### config.mk
export PLATFORM = sky130hd
export DESIGN_NAME = reg4_load_ctrl
export DESIGN_NICKNAME = d
export VERILOG_FILES = /design/src/rtl/reg4_load_ctrl.sv
export SDC_FILE = /design/constraint.sdc
export NUM_CORES = 1
export LEC_CHECK = 0
export BUFFER_PORTS_ARGS = -buffer_cell sky130_fd_sc_hd__buf_2
export CAP_MARGIN = 20
export CORE_MARGIN = 4
export CORE_UTILIZATION = 60
export CTS_CLUSTER_DIAMETER = 30
export DETAILED_ROUTE_END_ITERATION = 10
export PLACE_DENSITY = 0.82
export SLEW_MARGIN = 5
export SYNTH_ARGS = -nofsm -noshare
export SYNTH_HDL_FRONTEND = slang
export SYNTH_SLANG_ARGS = --single-unit
### constraint.sdc
create_clock -name clk -period 4.7 [get_ports clk]
set_clock_uncertainty 0.1 [all_clocks]
set_input_delay 0.235 -clock clk [delete_from_list [all_inputs] [get_ports clk]]
set_output_delay 0.235 -clock clk [all_outputs]
set_load 0.01 [all_outputs]
### src/rtl/reg4_load_ctrl.sv
// -----------------------------------------------------------------------------
// reg4_load_ctrl
//
// Purpose:
//   Sequences loading of a 4-bit register bank from a single data switch and a
//   push key. Both board inputs are synchronized through two flops. The key is
//   debounced, and each debounced rising edge is one accepted press. A press in
//   IDLE either broadcasts the data bit into all four bits (mode=0), or starts a
//   sequential fill that writes one bit per press (mode=1). A fill that sees no
//   press for TIMEOUT cycles is aborted and flags a sticky error.
//
// Build option:
//   REG4_SHIFT_EN - when defined, sequential fill shifts the data bit in from
//                   the LSB (q <= {q[2:0], d}, we=1111) instead of writing the
//                   addressed bit. Completion, idx and timeout are unchanged.
//
// Parameters:
//   DEB_CYCLES - consecutive differing samples needed to flip the debounced key
//   TIMEOUT    - idle cycles tolerated in FILL before the fill aborts
//
// Ports:
//   clk      in   system clock, all logic on posedge
//   rst      in   synchronous active-high reset
//   key_raw  in   asynchronous bouncy push key (active high)
//   d_raw    in   asynchronous data switch
//   mode     in   0 = broadcast, 1 = sequential fill (sampled on accepted press)
//   q        out  register contents
//   we       out  per-bit write strobe, coincident with the q update
//   idx      out  next bit position to fill
//   busy     out  high while filling
//   done     out  one-cycle pulse when a load completes
//   err      out  sticky fill-timeout flag
//   key_led  out  debounced key level
// -----------------------------------------------------------------------------
module reg4_load_ctrl #(
    parameter int DEB_CYCLES = 4,
    parameter int TIMEOUT    = 1000
) (
    input  logic       clk,
    input  logic       rst,
    input  logic       key_raw,
    input  logic       d_raw,
    input  logic       mode,
    output logic [3:0] q,
    output logic [3:0] we,
    output logic [1:0] idx,
    output logic       busy,
    output logic       done,
    output logic       err,
    output logic       key_led
);

    localparam int DW = (DEB_CYCLES > 1) ? $clog2(DEB_CYCLES) : 1;
    localparam int TW = (TIMEOUT > 1) ? $clog2(TIMEOUT) : 1;
    localparam logic [DW-1:0] DEB_MAX = DW'(DEB_CYCLES - 1);
    localparam logic [TW-1:0] TMO_MAX = TW'(TIMEOUT - 1);

    typedef enum logic [1:0] {
        S_IDLE = 2'd0,
        S_FILL = 2'd1,
        S_DONE = 2'd2
    } state_t;

    logic          r_key_s1;
    logic          r_key_s2;
    logic          r_d_s1;
    logic          r_d_s2;
    logic [DW-1:0] r_deb_cnt;
    logic          r_deb;
    logic          r_deb_d;
    logic [TW-1:0] r_tcnt;
    state_t        r_state;
    logic [3:0]    r_q;
    logic [3:0]    r_we;
    logic [1:0]    r_idx;
    logic          r_busy;
    logic          r_done;
    logic          r_err;
    logic          w_press;

    // One accepted press per debounced rising edge; holding does not repeat.
    assign w_press = r_deb & ~r_deb_d;

    assign q       = r_q;
    assign we      = r_we;
    assign idx     = r_idx;
    assign busy    = r_busy;
    assign done    = r_done;
    assign err     = r_err;
    assign key_led = r_deb;

    // Two-flop synchronizers for the asynchronous key and data inputs.
    always_ff @(posedge clk) begin
        if (rst) begin
            r_key_s1 <= 1'b0;
            r_key_s2 <= 1'b0;
            r_d_s1   <= 1'b0;
            r_d_s2   <= 1'b0;
        end else begin
            r_key_s1 <= key_raw;
            r_key_s2 <= r_key_s1;
            r_d_s1   <= d_raw;
            r_d_s2   <= r_d_s1;
        end
    end

    // Debouncer: the level flips only after DEB_CYCLES consecutive differing
    // samples; any matching sample restarts the count. Both edges alike.
    always_ff @(posedge clk) begin
        if (rst) begin
            r_deb_cnt <= {DW{1'b0}};
            r_deb     <= 1'b0;
            r_deb_d   <= 1'b0;
        end else begin
            r_deb_d <= r_deb;
            if (r_key_s2 != r_deb) begin
                if (r_deb_cnt == DEB_MAX) begin
                    r_deb     <= r_key_s2;
                    r_deb_cnt <= {DW{1'b0}};
                end else begin
                    r_deb_cnt <= r_deb_cnt + DW'(1);
                end
            end else begin
                r_deb_cnt <= {DW{1'b0}};
            end
        end
    end

    // Load sequencer with registered register bank, strobes and status.
    always_ff @(posedge clk) begin
        if (rst) begin
            r_state <= S_IDLE;
            r_q     <= 4'b0000;
            r_we    <= 4'b0000;
            r_idx   <= 2'd0;
            r_busy  <= 1'b0;
            r_done  <= 1'b0;
            r_err   <= 1'b0;
            r_tcnt  <= {TW{1'b0}};
        end else begin
            // Strobes are single-cycle unless re-asserted below.
            r_we   <= 4'b0000;
            r_done <= 1'b0;
            case (r_state)
                S_IDLE: begin
                    if (w_press) begin
                        r_err <= 1'b0;
                        if (mode == 1'b0) begin
                            r_q    <= {4{r_d_s2}};
                            r_we   <= 4'b1111;
                            r_done <= 1'b1;
                        end else begin
`ifdef REG4_SHIFT_EN
                            r_q  <= {r_q[2:0], r_d_s2};
                            r_we <= 4'b1111;
`else
                            r_q[0] <= r_d_s2;
                            r_we   <= 4'b0001;
`endif
                            r_idx   <= 2'd1;
                            r_tcnt  <= {TW{1'b0}};
                            r_busy  <= 1'b1;
                            r_state <= S_FILL;
                        end
                    end else begin
                        r_state <= S_IDLE;
                    end
                end
                S_FILL: begin
                    if (w_press) begin
`ifdef REG4_SHIFT_EN
                        r_q  <= {r_q[2:0], r_d_s2};
                        r_we <= 4'b1111;
`else
                        r_q[r_idx] <= r_d_s2;
                        r_we       <= 4'b0001 << r_idx;
`endif
                        r_tcnt <= {TW{1'b0}};
                        if (r_idx == 2'd3) begin
                            // Last bit written: done is high for the single
                            // cycle the sequencer spends in DONE.
                            r_idx   <= 2'd0;
                            r_busy  <= 1'b0;
                            r_done  <= 1'b1;
                            r_state <= S_DONE;
                        end else begin
                            r_idx <= r_idx + 2'd1;
                        end
                    end else if (r_tcnt == TMO_MAX) begin
                        // Abort: keep the bits already written.
                        r_err   <= 1'b1;
                        r_idx   <= 2'd0;
                        r_busy  <= 1'b0;
                        r_tcnt  <= {TW{1'b0}};
                        r_state <= S_IDLE;
                    end else begin
                        r_tcnt <= r_tcnt + TW'(1);
                    end
                end
                S_DONE: begin
                    // Any press landing here is intentionally dropped.
                    r_state <= S_IDLE;
                end
                default: begin
                    r_state <= S_IDLE;
                    r_idx   <= 2'd0;
                    r_busy  <= 1'b0;
                end
            endcase
        end
    end

endmodule
==> impl_metrics.ini <==
[cells_and_area]
final_cell_mix = dfxtp_1, buf_2, nor3_1
nets = 188
area_delta_synth_final_pct = 11.4
diodes = 0
multi_input_area_sq_um = 762
regArea_sq_um = 661
fill_cells = 173
drive_gt1_frac = 0.169
final_common_cell = dfxtp_1
fin_util = 0.721

[place]
pre_cts_ws_ns = 2.77
port_buffers = 18
hpwl_microns = 1930
routabilityCongestion = 0.864

[logic_synthesis]
syn_inst = 159
synthArstFlopShare = 0
synth_fp_nets = 170
seq_area_frac_synth = 0.449
ys_top_cells_by_area = dfxtp_1, ha_1, nor3_1, nor2b_1, xnor2_1
synth-edff-count = 0
synth_top_cell_by_area = dfxtp_1
syn-cell-area_sq_mm = 0.00147
avgSynthCellArea_sq_um = 9.26
ys_warn_count = 0
synth_flop_cell = dfxtp_1
ys_seq_elements = 33
yosysTopAreaCellShare = 0.449
ys_types = 39

[detailed_routing]
ant_nets = 0
wl_per_cell_microns = 13.2
drtIter0Drc = 25
vias = 1179
dr.pass1.iters = 4
route.detailed.drc = 0
routed_wirelength_microns = 2730
viasPerCell = 5.72

[global_routing]
grt_usage = 0.179
grt_max_degree = 35
grt_overflow_total = 0
grt_pass1_vias = 1080
antenna_found_initial = 0
grt_pass1_wl_microns = 4610

[clock_network]
clock-root-buffer = clkbuf_4
clock_sinks = 33
insertion_delay_ns = 0.33
cts_hold_buffers = 0
clkTransAtPathRegs_ns = 0.10
htree_levels = 2
cts_buffers = 5
cts_tree = yes
cts_setup_buffers = 0
post_cts_resized = 0
cts_max_path_buffers = 2

[worst_setup_path]
reg2reg_to = r_tcnt[9]$_SDFFE_PP0P_
path_max_fanout = 15
path_class = flip-flop to flip-flop
critPathLaunchType = flip-flop
r2r_cells = 4
worstSetupEndpointType = flip-flop
cp_data_arrival_time_ns = 2.14
rr_startpoint = r_state[0]$_SDFFE_PP0P_
r2r_slack_ns = 2.71
cp_data_required_time_ns = 4.86

[die]
die_y_microns = 57.5
pin_count = 19
die_w_microns = 57.5
start_util = 0.647
rows = 17
core-area_sq_mm = 0.00228
dieArea_sq_mm = 0.00331

[sta]
layout_min_cycle_time_ns = 1.99
fin_crit_sh = 0.423
tightest_slew_ns = 0.594
setup_viol = 0
slew_violations = 0
rsz0062_at_grt = false
max_freq_mhz = 503
relSlewSlack = 0.604
tns_ns = 0
fin_ws_ns = 2.71
hold_viol = 0

[pwr]
leakage_nw = 0.617
ir_drop_mv = 0.253
power.density_mw_per_mm2 = 288

[hold_path]
min-delay-start = key_raw
worstHoldPathCells = 2
hold_end = r_key_s1$_SDFF_PP0_
holdCritPathClass = input port to flip-flop

[job]
cap_violations = 0

[status]
outcome = complete, no violations
flip-flops by register name, indices dropped and copies added (netlist names):
name,flops
idx,2
r_deb_cnt,2
r_d_s1,1
key_led,1
r_key_s2,1
q,4
r_state,2
r_deb_d,1
done,1
we,4
r_d_s2,1
r_key_s1,1
busy,1
r_tcnt,10
err,1
critical path, stage by stage, from the launching register on:
cell and delay (ns):
dfxtp_1 0.63, nor2b_1 0.27, nor2_1 0.14, or4_1 0.55, a211oi_2 0.23
through the flow:
step	hold WS [ns]	total power [mW]	instances	cell area [sq um]
2_1_floorplan	0.263	0.296	159	1470
3_3_place_gp	0.306	0.299	198	1570
3_5_place_dp	0.317	0.299	198	1570
4_1_cts	0.00599	0.476	206	1640
5_1_grt	0.00583	0.492	206	1640
6_report	0.0115	0.472	206	1640
power by group:
group          switching, mW  internal, mW
Clock                 0.0931        0.0866
Combinational        0.00664       0.00375
Sequential          0.000957         0.281
worst max-delay path by stage:
stage	slack (ns)	to	from
6_report	2.71	r_tcnt[9]$_SDFFE_PP0P_	r_state[0]$_SDFFE_PP0P_
5_1_grt	2.60	r_tcnt[9]$_SDFFE_PP0P_	r_state[0]$_SDFFE_PP0P_
4_1_cts	2.74	r_tcnt[9]$_SDFFE_PP0P_	r_state[0]$_SDFFE_PP0P_
3_5_place_dp	2.77	r_tcnt[9]$_SDFFE_PP0P_	r_state[0]$_SDFFE_PP0P_
3_3_place_gp	2.83	r_tcnt[9]$_SDFFE_PP0P_	r_state[0]$_SDFFE_PP0P_
2_1_floorplan	2.97	r_tcnt[9]$_SDFFE_PP0P_	key_led$_SDFFE_PP0P_
logic make-up after synthesis:
group / share of synthesized area
AO/OA/AOI/OAI: 0.124
flip-flops: 0.449
buffers and inverters: 0.0340
AND/OR/NAND/NOR: 0.255
adder cells (fa/ha/maj): 0.0510
XOR/XNOR: 0.0535
multiplexers: 0.0340
per-layer routing:
metal | vias up | global-route usage | wire, microns
met5 | - | 0 | 0
li1 | 600 | - | -
met4 | 0 | 0.0795 | 42
met2 | 20 | 0.274 | 1220
met3 | 5 | 0.0543 | 127
met1 | 554 | 0.232 | 1340
synthesized netlist by cell type, types with 2 or more instances:
library cell  instances
or3_1                 2
nand4_1               2
nor3b_1               3
nand3_1               5
mux2i_1               5
a211oi_1              3
nor2b_1              10
nor3_1               14
nor2_1               12
inv_1                 5
xnor2_1               6
a21oi_1               8
nand2b_1              2
ha_1                  6
nand2_1               8
clkbuf_1              6
xor2_1                3
or2_2                 2
o21ai_1               2
o31ai_1               3
nand3b_1              2
dfxtp_1              33
layout make-up:
class / instances / area share
clock buffers: 7 / 0.0397
clock inverters: 1 / 0.00305
inverters: 6 / 0.0137
multi-input cells: 113 / 0.465
flip-flops and latches: 33 / 0.403
well taps: 28 / 0.0214
repair buffers: 18 / 0.0549
(Power assumes the default switching activity.)
